$ cat src/rtl/keypad_scanner_if.sv
// Keypad pin and key-event bundle between the scanner and its surroundings.
// slave: the scanner side; master: the keypad/capture side.
interface keypad_scanner_if;
    logic [3:0] row_in;
    logic [3:0] col_out;
    logic [3:0] key_code;
    logic       key_valid;
    logic       key_held;

    modport master (
        output row_in,
        input  col_out,
        input  key_code,
        input  key_valid,
        input  key_held
    );

    modport slave (
        input  row_in,
        output col_out,
        output key_code,
        output key_valid,
        output key_held
    );
endinterface

$ cat src/rtl/keypad_scanner.sv
// 4x4 hex keypad scanner: active-low column drive, synchronized row sampling,
// press/release debounce, hex code plus one-cycle strobe. DEBOUNCE_CNT >= 2.
module keypad_scanner #(
    parameter int unsigned SCAN_DIV     = 50000,
    parameter int unsigned DEBOUNCE_CNT = 20
) (
    input  logic              clk,
    input  logic              rst,
    keypad_scanner_if.slave   kp
);
    localparam int unsigned DW = $clog2(SCAN_DIV);
    localparam int unsigned CW = $clog2(DEBOUNCE_CNT + 1);
    localparam logic [DW-1:0] DWELL_LAST = DW'(SCAN_DIV - 1);
    localparam logic [CW-1:0] DEB_LAST   = CW'(DEBOUNCE_CNT - 1);

    localparam logic [1:0] SCAN     = 2'd0;
    localparam logic [1:0] DEBOUNCE = 2'd1;
    localparam logic [1:0] PRESSED  = 2'd2;

    logic [3:0]    row_m;
    logic [3:0]    row_s;
    logic [DW-1:0] dwell;
    logic          sample;
    logic [1:0]    state;
    logic [1:0]    col_idx;
    logic [CW-1:0] deb;
    logic [3:0]    lat_pat;
    logic [3:0]    lat_code;
    logic [3:0]    code_q;
    logic          valid_q;
    logic          held_q;
    logic          row_ok;
    logic [1:0]    row_idx;

    // Column drive is decoded from an index so it is always exactly one-low.
    assign kp.col_out   = ~(4'b0001 << col_idx);
    assign kp.key_code  = code_q;
    assign kp.key_valid = valid_q;
    assign kp.key_held  = held_q;

    assign sample = (dwell == DWELL_LAST);

    always_ff @(posedge clk or negedge rst) begin
        if (!rst) begin
            row_m <= '1;
            row_s <= '1;
        end else begin
            row_m <= kp.row_in;
            row_s <= row_m;
        end
    end

    always_ff @(posedge clk or negedge rst) begin
        if (!rst) begin
            dwell <= '0;
        end else if (sample) begin
            dwell <= '0;
        end else begin
            dwell <= dwell + 1'b1;
        end
    end

    // Exactly one low row is a press; none or several (ghosting) is no key.
    always_comb begin
        row_ok  = 1'b1;
        row_idx = 2'd0;
        case (row_s)
            4'b1110: row_idx = 2'd0;
            4'b1101: row_idx = 2'd1;
            4'b1011: row_idx = 2'd2;
            4'b0111: row_idx = 2'd3;
            default: row_ok  = 1'b0;
        endcase
    end

    always_ff @(posedge clk or negedge rst) begin
        if (!rst) begin
            state    <= SCAN;
            col_idx  <= '0;
            deb      <= '0;
            lat_pat  <= '1;
            lat_code <= '0;
            code_q   <= '0;
            valid_q  <= 1'b0;
            held_q   <= 1'b0;
        end else begin
            valid_q <= 1'b0;
            if (sample) begin
                case (state)
                    SCAN: begin
                        if (row_ok) begin
                            lat_pat  <= row_s;
                            lat_code <= {row_idx, col_idx};
                            deb      <= CW'(1);
                            state    <= DEBOUNCE;
                        end else begin
                            col_idx <= col_idx + 1'b1;
                        end
                    end
                    DEBOUNCE: begin
                        if (row_s == lat_pat) begin
                            if (deb == DEB_LAST) begin
                                code_q  <= lat_code;
                                valid_q <= 1'b1;
                                held_q  <= 1'b1;
                                deb     <= '0;
                                state   <= PRESSED;
                            end else begin
                                deb <= deb + 1'b1;
                            end
                        end else begin
                            deb     <= '0;
                            state   <= SCAN;
                            col_idx <= col_idx + 1'b1;
                        end
                    end
                    PRESSED: begin
                        if (row_s == 4'b1111) begin
                            if (deb == DEB_LAST) begin
                                held_q  <= 1'b0;
                                deb     <= '0;
                                state   <= SCAN;
                                col_idx <= col_idx + 1'b1;
                            end else begin
                                deb <= deb + 1'b1;
                            end
                        end else begin
                            deb <= '0;
                        end
                    end
                    default: begin
                        deb   <= '0;
                        state <= SCAN;
                    end
                endcase
            end
        end
    end
endmodule

$ cat src/flat_wrapper.sv
// flat-port wrapper written by rule: the top's interface ports become plain ports
module keypad_scanner_flat 
#(
    parameter int unsigned SCAN_DIV     = 50000,
    parameter int unsigned DEBOUNCE_CNT = 20
)
  (clk, rst, kp_row_in, kp_col_out, kp_key_code, kp_key_valid, kp_key_held);
  keypad_scanner_if kp_i ();
  input  logic clk;
  input  logic rst;
  input wire logic [$bits(kp_i.row_in)-1:0] kp_row_in;
  output wire logic [$bits(kp_i.col_out)-1:0] kp_col_out;
  output wire logic [$bits(kp_i.key_code)-1:0] kp_key_code;
  output wire logic [$bits(kp_i.key_valid)-1:0] kp_key_valid;
  output wire logic [$bits(kp_i.key_held)-1:0] kp_key_held;
  assign kp_i.row_in = kp_row_in;
  assign kp_col_out = kp_i.col_out;
  assign kp_key_code = kp_i.key_code;
  assign kp_key_valid = kp_i.key_valid;
  assign kp_key_held = kp_i.key_held;
  keypad_scanner #(.SCAN_DIV(SCAN_DIV), .DEBOUNCE_CNT(DEBOUNCE_CNT)) u_core (.clk(clk), .rst(rst), .kp(kp_i));
endmodule
$ cat config.mk
export PLATFORM = sky130hd
export DESIGN_NAME = keypad_scanner_flat
export DESIGN_NICKNAME = d
export VERILOG_FILES = /design/src/rtl/keypad_scanner_if.sv /design/src/rtl/keypad_scanner.sv /design/src/flat_wrapper.sv
export SDC_FILE = /design/constraint.sdc
export NUM_CORES = 1
export LEC_CHECK = 0
export BUFFER_PORTS_ARGS = -buffer_cell sky130_fd_sc_hd__buf_2
export CELL_PAD_IN_SITES_DETAIL_PLACEMENT = 0
export CELL_PAD_IN_SITES_GLOBAL_PLACEMENT = 1
export CORE_ASPECT_RATIO = 0.75
export CORE_MARGIN = 4
export CORE_UTILIZATION = 40
export CTS_CLUSTER_DIAMETER = 100
export DETAILED_ROUTE_END_ITERATION = 8
export HOLD_SLACK_MARGIN = 0.12
export PLACE_DENSITY_LB_ADDON = 0.25
export SYNTH_ARGS = -nofsm -noshare
export SYNTH_HDL_FRONTEND = slang
export SYNTH_SLANG_ARGS = --single-unit
$ cat constraint.sdc
create_clock -name clk -period 2.3 [get_ports clk]
set_input_delay 0.23 -clock clk [delete_from_list [all_inputs] [get_ports clk]]
set_output_delay 0.23 -clock clk [all_outputs]
set_load 0.1 [all_outputs]
==> impl_metrics.env <==
export IMPL_drive_above_1_share=0.2434
export IMPL_ys_types=45
export IMPL_drcViolationCount=0
export IMPL_skew_ps=5.778
export IMPL_fmax_mhz=471.0
export IMPL_nets=241
export IMPL_yosys_most_used_dff="dfrtp_1"
export IMPL_gp_congestion=0.8463
export IMPL_worst_slew_margin_rel=0.5458
export IMPL_insertion_delay_ps=300
export IMPL_cts_resized_gates=0
export IMPL_die_y_um=72.68
export IMPL_cts_max_level=2
export IMPL_hold_violations=0
export IMPL_overflow=0
export IMPL_cts_root_buf="clkbuf_8"
export IMPL_final_cell_area_um2=2576
export IMPL_syn_avg_cell_area_um2=11.44
export IMPL_critPathLaunchType="flop"
export IMPL_setup_viol=0
export IMPL_status="finished, final reports clean"
export IMPL_crit_type="flop to flop"
export IMPL_antenna_found_initial=0
export IMPL_grt_max_degree=30
export IMPL_end_kind="flop"
export IMPL_period_needed_ps=2123
export IMPL_drtPass1Iterations=4
export IMPL_max_cap_violations=0
export IMPL_ys_ff_latch=47
export IMPL_start_util=0.4146
export IMPL_viasPerCell=4.927
export IMPL_ys_async_sr_fraction=1.000
export IMPL_cts_sinks=47
export IMPL_grt_usage=0.1286
export IMPL_grt_pass1_wl_um=6782
export IMPL_fin_crit_sh=0.9231
export IMPL_clkTransAtPathRegs_ps=90
export IMPL_ant_nets=0
export IMPL_worst_r2r_setup_slack_ps=180
export IMPL_route_vias_total=1483
export IMPL_required_ps=2490
export IMPL_worstPathArrival_ps=2310
export IMPL_place_area_um2=2432
export IMPL_netlist_instances=195
export IMPL_antenna_cells=0
export IMPL_worst_pin_slew_ps=681.2
export IMPL_hpwl_um=2947
export IMPL_cts_buffers=5
export IMPL_power_total_mw=1.400
export IMPL_yosys_warnings=0
export IMPL_worstHoldPathType="flop to flop"
export IMPL_mostFrequentLayoutCells="dfrtp_1 (35), nand2_1 (16), buf_2 (15)"
export IMPL_synth_enable_flop_cells=0
export IMPL_powerDensity_nw_per_um2=543.3
export IMPL_die_w_um=94.24
export IMPL_final_max_slew_viol_count=0
export IMPL_wl_per_cell_um=13.07
export IMPL_p_leak_nw=1.161
export IMPL_cts_tree="yes"
export IMPL_timing_setup_tns_ps=0
export IMPL_drtIter0Drc=87
export IMPL_syn_to_final_growth_pct=15.48
export IMPL_yosysSeqAreaShare=0.5339
export IMPL_grt_pass1_vias=1422
export IMPL_drt_total_wl_um=3935
export IMPL_synth_nets=211
export IMPL_path_max_fanout=4
export IMPL_dieArea_um2=6849
export IMPL_final_common_cell="dfrtp_1"
export IMPL_core_um2=5381
export IMPL_syn_cell_area_um2=2231
export IMPL_peakVddDrop_mv=0.3555
export IMPL_rsz0062_at_grt="false"
export IMPL_clockBufferDepth=2
export IMPL_ioPinCount=16
export IMPL_std_cell_rows=23
export IMPL_io_buffers=15
export IMPL_fillCellCount=495
-- power by group --
group	internal, mW	total (mW)	switching, mW
clock	0.217	0.507	0.289
sequential	0.839	0.847	0.00749
combinational	0.0183	0.0463	0.0280
-- per-layer routing --
layer  GRT usage  wire, um
met1      0.1824      2040
met2      0.1832      1643
met4     0.05609        79
met5           0         0
met3     0.03711       171
-- worst max-delay path: stages, from the launching register on --
cell	delay, ps
dfrtp_1	400
ha_1	210
nor4bb_1	390
a21o_1	210
a21boi_0	250
nand4b_1	190
mux2_1	350
-- flip-flops by register name, summed over array words and instances, names as in the netlist, 2 cells and up --
register            flops
u_core.lat_code         4
u_core.row_m            4
u_core.row_s            4
u_core.state            2
u_core.col_idx          2
u_core.dwell           16
u_core.lat_pat          4
u_core.kp.key_code      4
u_core.deb              5
-- cell families after synthesis --
logic type,Yosys count,synth area share
adder cells (fa/ha/maj),10,0.05609
multiplexers,10,0.05048
AND/OR/NAND/NOR,64,0.1671
buffers and inverters,15,0.02580
XOR/XNOR,19,0.07459
flip-flops,47,0.5339
AO/OA/AOI/OAI,30,0.09198
-- synthesized netlist by cell type (2+ instances only) --
cell,count,area (um^2)
dfstp_2,12,315.3
nand4_1,3,18.77
a2bb2oi_1,3,26.28
nor4b_1,2,17.52
o211ai_1,2,15.01
ha_1,10,125.1
nand2b_1,2,12.51
nor2_1,10,37.54
a21oi_1,3,15.01
inv_1,12,45.04
dfrtp_1,35,875.8
and4_1,2,17.52
nand2_1,16,60.06
nand3_1,10,50.05
nand4b_1,4,35.03
o21ai_0,8,40.04
clkbuf_1,2,7.510
xnor2_1,7,61.31
mux2_2,9,101.4
nor3_1,4,20.02
o31ai_1,3,22.52
a21o_1,2,15.01
xor2_1,12,105.1
-- final timing paths --
check                           startpoint                 to  depth (start not counted)
max in group asynchronous              rst  u_core.lat_pat[1]                          3
setup reg to reg             u_core.deb[0]  u_core.col_idx[1]                          6
min in group asynchronous              rst  u_core.col_idx[0]                          2
setup / recovery             u_core.deb[0]  u_core.col_idx[1]                          6
hold reg to reg            u_core.row_m[2]    u_core.row_s[2]                          0
hold / removal             u_core.row_m[2]    u_core.row_s[2]                          0
-- through the flow --
step / util / cells / hold slack, ps / setup WS (ps)
global placement: 0.4520 / 288 / 303.8 / 208.0
finish: 0.4787 / 301 / 367.2 / 177.0
global route: 0.4787 / 301 / 371.8 / 74.76
CTS: 0.4787 / 301 / 368.0 / 183.6
floorplan: - / 195 / -65.59 / 400.7
detailed placement: 0.4520 / 288 / 313.0 / 195.5
-- layout make-up --
cell class / instances / area (um^2) / share of cell area
Sequential cell: 47 / 1191 / 0.4624
Multi-Input combinational cell: 133 / 982.2 / 0.3813
Timing Repair Buffer: 26 / 170.2 / 0.06605
Tap cell: 75 / 93.84 / 0.03643
Clock buffer: 5 / 68.82 / 0.02671
Inverter: 12 / 45.04 / 0.01748
Clock inverter: 3 / 25.02 / 0.009713
-- what timing repair did --
item / 4_1_cts / 5_1_grt
setup buffers: 0 / 0
hold endpoints to repair: 23 / 0
hold buffers: 5 / 0
(Power assumes the default switching activity.)
